### src/rtl/alu_operand_stage.sv
// Operand-fetch/issue stage feeding the ALU: register file, operand select, 1-entry output register.
// Optional same-edge write-to-read forwarding is enabled with `define REGFILE_BYPASS_EN.
module alu_operand_stage #(
    parameter int unsigned NREGS = 8,
    parameter int unsigned AW    = 3,
    parameter int unsigned DW    = 32
) (
    input  logic          CLK,
    input  logic          RESET,
    input  logic          IN_VALID,
    output logic          IN_READY,
    input  logic [AW-1:0] IN_SRC1,
    input  logic [AW-1:0] IN_SRC2,
    input  logic [DW-1:0] IN_IMM,
    input  logic          IN_IMM_SEL,
    input  logic [2:0]    IN_SELECT,
    input  logic [AW-1:0] IN_DEST,
    input  logic          IN_WB,
    output logic          OUT_VALID,
    input  logic          OUT_READY,
    output logic [DW-1:0] OUT_DATA1,
    output logic [DW-1:0] OUT_DATA2,
    output logic [2:0]    OUT_SELECT,
    output logic [AW-1:0] OUT_DEST,
    output logic          OUT_WB,
    input  logic          FLUSH,
    input  logic          WRITE_EN,
    input  logic [AW-1:0] WRITE_REG,
    input  logic [DW-1:0] WRITE_DATA
);

    localparam int unsigned SEL_W = 3;

    typedef struct packed {
        logic [DW-1:0]    data1;
        logic [DW-1:0]    data2;
        logic [SEL_W-1:0] select;
        logic [AW-1:0]    dest;
        logic             wb;
    } op_t;

    logic [DW-1:0] regs_q [NREGS];
    logic [DW-1:0] regs_d [NREGS];

    op_t           op_q;
    op_t           op_d;
    logic          valid_q;
    logic          valid_d;

    logic [DW-1:0] rd1;
    logic [DW-1:0] rd2;
    logic          accept;

    // Single-entry stage with no skid buffer: ready only when the slot is free or draining.
    assign IN_READY = !valid_q || OUT_READY;
    assign accept   = IN_VALID && IN_READY && !FLUSH;

    // Source reads, optionally forwarding a write landing on the same edge.
    always_comb begin
        rd1 = regs_q[IN_SRC1];
        rd2 = regs_q[IN_SRC2];
`ifdef REGFILE_BYPASS_EN
        if (WRITE_EN && (WRITE_REG == IN_SRC1)) begin
            rd1 = WRITE_DATA;
        end
        if (WRITE_EN && (WRITE_REG == IN_SRC2)) begin
            rd2 = WRITE_DATA;
        end
`endif
    end

    always_comb begin
        regs_d = regs_q;
        if (WRITE_EN) begin
            regs_d[WRITE_REG] = WRITE_DATA;
        end
    end

    // Output register next state: flush beats accept, accept beats drain, otherwise hold.
    always_comb begin
        op_d    = op_q;
        valid_d = valid_q;
        if (FLUSH) begin
            valid_d = 1'b0;
        end else if (accept) begin
            op_d.data1  = rd1;
            op_d.data2  = IN_IMM_SEL ? IN_IMM : rd2;
            op_d.select = IN_SELECT;
            op_d.dest   = IN_DEST;
            op_d.wb     = IN_WB;
            valid_d     = 1'b1;
        end else if (valid_q && OUT_READY) begin
            valid_d = 1'b0;
        end
    end

    always_ff @(posedge CLK or posedge RESET) begin
        if (RESET) begin
            for (int unsigned i = 0; i < NREGS; i++) begin
                regs_q[i] <= '0;
            end
        end else begin
            regs_q <= regs_d;
        end
    end

    always_ff @(posedge CLK or posedge RESET) begin
        if (RESET) begin
            op_q    <= '0;
            valid_q <= 1'b0;
        end else begin
            op_q    <= op_d;
            valid_q <= valid_d;
        end
    end

    assign OUT_VALID  = valid_q;
    assign OUT_DATA1  = op_q.data1;
    assign OUT_DATA2  = op_q.data2;
    assign OUT_SELECT = op_q.select;
    assign OUT_DEST   = op_q.dest;
    assign OUT_WB     = op_q.wb;

endmodule

### config.mk
export PLATFORM = sky130hd
export DESIGN_NAME = alu_operand_stage
export DESIGN_NICKNAME = d
export VERILOG_FILES = /design/src/rtl/alu_operand_stage.sv
export SDC_FILE = /design/constraint.sdc
export NUM_CORES = 1
export LEC_CHECK = 0
export CAP_MARGIN = 5
export CORE_UTILIZATION = 52
export CTS_CLUSTER_DIAMETER = 60
export DETAILED_ROUTE_END_ITERATION = 10
export PLACE_DENSITY_LB_ADDON = 0.2
export SLEW_MARGIN = 10
export SYNTH_ARGS = -nofsm -noshare
export SYNTH_HDL_FRONTEND = slang
export SYNTH_SLANG_ARGS = --single-unit
export TNS_END_PERCENT = 50
### constraint.sdc
create_clock -name CLK -period 11.15 [get_ports CLK]
set_clock_uncertainty 0.1 [all_clocks]
set_input_delay 1.6725 -clock CLK [delete_from_list [all_inputs] [get_ports CLK]]
set_output_delay 1.6725 -clock CLK [all_outputs]
set_load 0.03 [all_outputs]
Word level (Yosys, flattened, before mapping)
Cells that the tools add are included.
- muxes and demuxes: 13
- reduce and logical (&&, ||, !) cells: 9
- order comparisons: 4
- bitwise logic cells: 4
- operator list (kind ; count):
    bitwise mux 256 bit ; 1
    binary-select mux 32 bit (select 3 bit) ; 2
    2-to-1 mux 32 bit ; 6
    demux 32 bit (select 3 bit) ; 1
    greater-or-equal comparator 4 bit, second input constant ; 3
    inverter 3 -> 4 bit ; 3
    logical AND 1 bit ; 4
    less-than comparator 4 x 1 -> 1 bit, second input constant ; 1
    2-to-1 mux 1 bit ; 3
    nonzero test 3 bit ; 1
    zero test 1 bit ; 2
    AND reduction 2 bit ; 1
    logical OR 1 bit ; 1
    inverter 1 bit ; 1
- input port bits: 87
- output and inout bits: 73
- register bits after elaboration: 328

Depth between registers and ports, before layout
- word-level depth: 6
- gate-level depth with buffers: 7

Worst setup path before layout
No wires, ideal clock.
- path type: input port to output port
- start point: in OUT_READY
- end point: out IN_READY
- data arrival time: 1971 ps
- data required time: 9377 ps
- stages: 1
- setup slack: 7406 ps
- path through: nand2b_1
- cells in the longest elaborated chain, start to end: 1
- RTL lines (element ; RTL line ; RTL):
    start, declared ; 20 ; input logic OUT_READY,
    logical OR 1 bit ; 55 ; assign IN_READY = !valid_q || OUT_READY;
    end, declared ; 11 ; output logic IN_READY,
No other way between the ends.

Worst setup path in the final report
Ends and elaborated chain as after synthesis.

==> results_dict.tcl <==
set metrics [dict create \
    yosysSeqAreaShare 0.506 \
    grt_max_degree 139 \
    floorplan.die_area_mm2 0.0319 \
    util_after_layout 0.631 \
    synthesis.yosys.warnings 0 \
    drt_wl_total_um 36000 \
    first_global_vias 9972 \
    mappedNetlistArea_mm2 0.0162 \
    pre_cts_ws_ns 6.41 \
    setup.worst_path.start_class "primary input" \
    number_of_hold_buffers_added_after_cts 0 \
    cell_internal_pwr_w 0.00284 \
    hold_viol_final 0 \
    cts_sinks 328 \
    max-vdd-ir-drop_mv 0.117 \
    final.min_clock_period_ns 4.71 \
    dr.first_iter.drc_count 377 \
    max_slew_margin 0.366 \
    fp.coreArea_mm2 0.0307 \
    timing.final.crit_share 0.422 \
    num_rows 64 \
    result_of_the_run "finished, final reports clean" \
    placement.cell_area_mm2 0.0180 \
    timing.hold.worst_endpoint "OUT_DATA1[6]" \
    critical_path_arrival_ns 2.94 \
    power.share.sequential 0.419 \
    hold_start "OUT_DATA1[6]" \
    cap_violations 0 \
    clockRootBuffer "sky130_fd_sc_hd__clkbuf_16" \
    antenna-diode-count 0 \
    grt_use_total 0.236 \
    clockBufferDepth 3 \
    power.share.combinational 0.239 \
    stdcell_area_mm2 0.0193 \
    io_pins 160 \
    grt-ovfl-total 0 \
    die_width_um 179 \
    reg2reg_depth 5 \
    post_dr_vias_cell 5.97 \
    drtPass1Iterations 4 \
    cp_data_required_time_ns 9.38 \
    cell_count_of_the_worst_hold_path 2 \
    synthToLayoutAreaGrowth_pct 19.3 \
    part_of_the_power_in_the_clock_network 0.342 \
    path_max_fanout 3 \
    worst-r2r-setup-slack_ns 8.81 \
    max_slew.worst_pin.slew_ns 0.951 \
    die_h_um 179 \
    cts_made_buffers 37 \
    place_hpwl_um 20100 \
    power-per-cell-area_mw_per_mm2 202 \
    route.detailed.drc 0 \
    route.vias.total 9559 \
    holdWs_ns 0.374 \
    first_pass_grt_wire_length_um 57000 \
    fmax_ghz 0.212 \
    netSwitchingFraction 0.271 \
    hold_path.class "flop to flop" \
    worst_setup_path_end_kind "output pin" \
    worstSkewPairLatency_ns 0.52 \
    rsz0062_at_grt "false" \
    detail-route-antenna-nets 0 \
    nets 1265 \
    synthesis.area_per_instance_um2 15.6 \
    fraction_of_final_layout_cells_sized_beyond_drive_strength_1 0.424 \
    port_buffers 159 \
    worst_r2r_startpoint "OUT_VALID" \
    timing.final.setup_violations 0 \
    post_synthesis_instance_total 1041 \
    fin_setup_tns_ns 0 \
    routability_driven_placement_congestion_ratio 0.707 \
    ctsHtreeMaxLevel 2 \
    setup.worst_path.class "primary input to output pin" \
    post_route_setup_slack_ns 6.44 \
    slew_violations 0 \
    tritoncts_clock_tree "built" \
    synth_nets 1128 \
    grt_antenna_before_repair 1 \
    initial_core_util 0.529 \
    cellLeakagePower_nw 8.09 \
    synth-seq-cells 328 \
    post_cts.resized_instances 0 \
    worstReg2RegEnd "OUT_DEST[2]" \
    clkTransAtPathRegs_ns 0.05 \
    synth_cell_types 24 \
    total_switching_power_w 0.00106 \
    postCtsSetupBuffers 0 \
    wire_length_per_cell_um 22.5 \
]
==> critical path: stages <==
cell and delay, ns:
sky130_fd_sc_hd__clkdlybuf4s50_1 0.45, sky130_fd_sc_hd__nand2b_1 0.14, sky130_fd_sc_hd__clkdlybuf4s50_1 0.68
==> per-stage QoR <==
stage               instances  power [W]
CTS                      1601    0.00393
detailed placement       1535    0.00259
floorplan                1041    0.00228
finish                   1601    0.00390
global placement         1535    0.00255
global route             1601    0.00407
==> power groups by stage <==
stage	registers (W)	logic (W)	clock network, W
final	0.00163	0.000932	0.00133
after global routing	0.00167	0.00100	0.00140
after CTS	0.00163	0.000945	0.00136
after detailed placement	0.00165	0.000941	0
after global placement	0.00163	0.000921	0
after floorplan	0.00172	0.000558	0
==> cells in the mapped netlist <==
cell type | n | area, µm²
sky130_fd_sc_hd__nand2_1 | 65 | 244
sky130_fd_sc_hd__mux4_1 | 5 | 131
sky130_fd_sc_hd__buf_2 | 42 | 210
sky130_fd_sc_hd__o21ai_1 | 30 | 150
sky130_fd_sc_hd__inv_1 | 2 | 7.51
sky130_fd_sc_hd__o21ai_0 | 34 | 170
sky130_fd_sc_hd__nor3_1 | 1 | 5.00
sky130_fd_sc_hd__mux2_1 | 1 | 11.3
sky130_fd_sc_hd__nor3_2 | 1 | 10.0
sky130_fd_sc_hd__buf_4 | 3 | 22.5
sky130_fd_sc_hd__buf_1 | 4 | 15.0
sky130_fd_sc_hd__buf_12 | 3 | 60.1
sky130_fd_sc_hd__mux4_2 | 122 | 2750
sky130_fd_sc_hd__dfrtp_1 | 328 | 8210
sky130_fd_sc_hd__mux2i_1 | 67 | 671
sky130_fd_sc_hd__clkbuf_1 | 23 | 86.3
sky130_fd_sc_hd__nand4b_1 | 3 | 26.3
sky130_fd_sc_hd__nand4_1 | 1 | 6.26
sky130_fd_sc_hd__nor3b_2 | 2 | 25.0
sky130_fd_sc_hd__nand3b_1 | 1 | 7.51
sky130_fd_sc_hd__mux2_2 | 294 | 3310
sky130_fd_sc_hd__nand2b_1 | 2 | 12.5
sky130_fd_sc_hd__a21oi_1 | 1 | 5.00
sky130_fd_sc_hd__buf_6 | 6 | 67.6
==> routing by layer <==
layer  vias to the layer above  wire, µm  GRT usage
li1                       4238         -          -
met1                      5066     16600      0.344
met2                       202     17300      0.379
met3                        51      1500     0.0339
met4                         2       578     0.0526
met5                         -        14          0
==> kinds of logic (layout without fill, tap and decap cells) <==
logic type,Yosys count,in the layout,synth area share
AOI/OAI and AO/OA,65,65,0.0201
buffers and inverters,83,247,0.0289
DFF,328,328,0.506
muxes,489,489,0.424
and+or+nand+nor,76,76,0.0208
==> worst max path at each step <==
stage                               end  slack (ns)  startpoint  depth (start not counted)
after detailed placement  OUT_DATA2[30]        6.41       RESET                          4
after floorplan            OUT_DATA1[0]        0.29       RESET                          1
after CTS                      IN_READY        6.44   OUT_READY                          3
after global routing           IN_READY        6.39   OUT_READY                          3
after global placement    OUT_DATA1[25]        6.42       RESET                          4
final                          IN_READY        6.44   OUT_READY                          3
==> layout by cell type, fill, tap and decap left out, drive strengths merged <==
cell | netlist | layout
dfrtp | 328 | 328
o21ai | 64 | 64
clkbuf | 23 | 49
mux4 | 127 | 127
nor3b | 2 | 2
nor3 | 2 | 2
inv | 2 | 4
nand2b | 2 | 2
buf | 58 | 27
clkdlybuf4s50 | 0 | 152
bufinv | 0 | 7
nand3b | 1 | 1
clkinvlp | 0 | 1
mux2i | 67 | 67
clkinv | 0 | 7
nand2 | 65 | 65
mux2 | 295 | 295
nand4 | 1 | 1
nand4b | 3 | 3
a21oi | 1 | 1
==> flip-flops by register name (all words and copies together), names as in the netlist <==
register / flops
OUT_VALID: 1
OUT_SELECT: 3
regs_q: 256
OUT_DATA1: 32
OUT_DEST: 3
OUT_WB: 1
OUT_DATA2: 32
==> cell type report <==
| cell class | instances | area [µm²] |
|---|---|---|
| clock buffer | 49 | 1080 |
| clock inverter | 17 | 270 |
| fill | 2307 | 11300 |
| inverter | 2 | 15.0 |
| multi-input combinational | 630 | 7560 |
| sequential | 328 | 8210 |
| tap | 396 | 495 |
| timing repair buffer | 179 | 1720 |
Note: power is estimated with default switching activity, not from simulation.
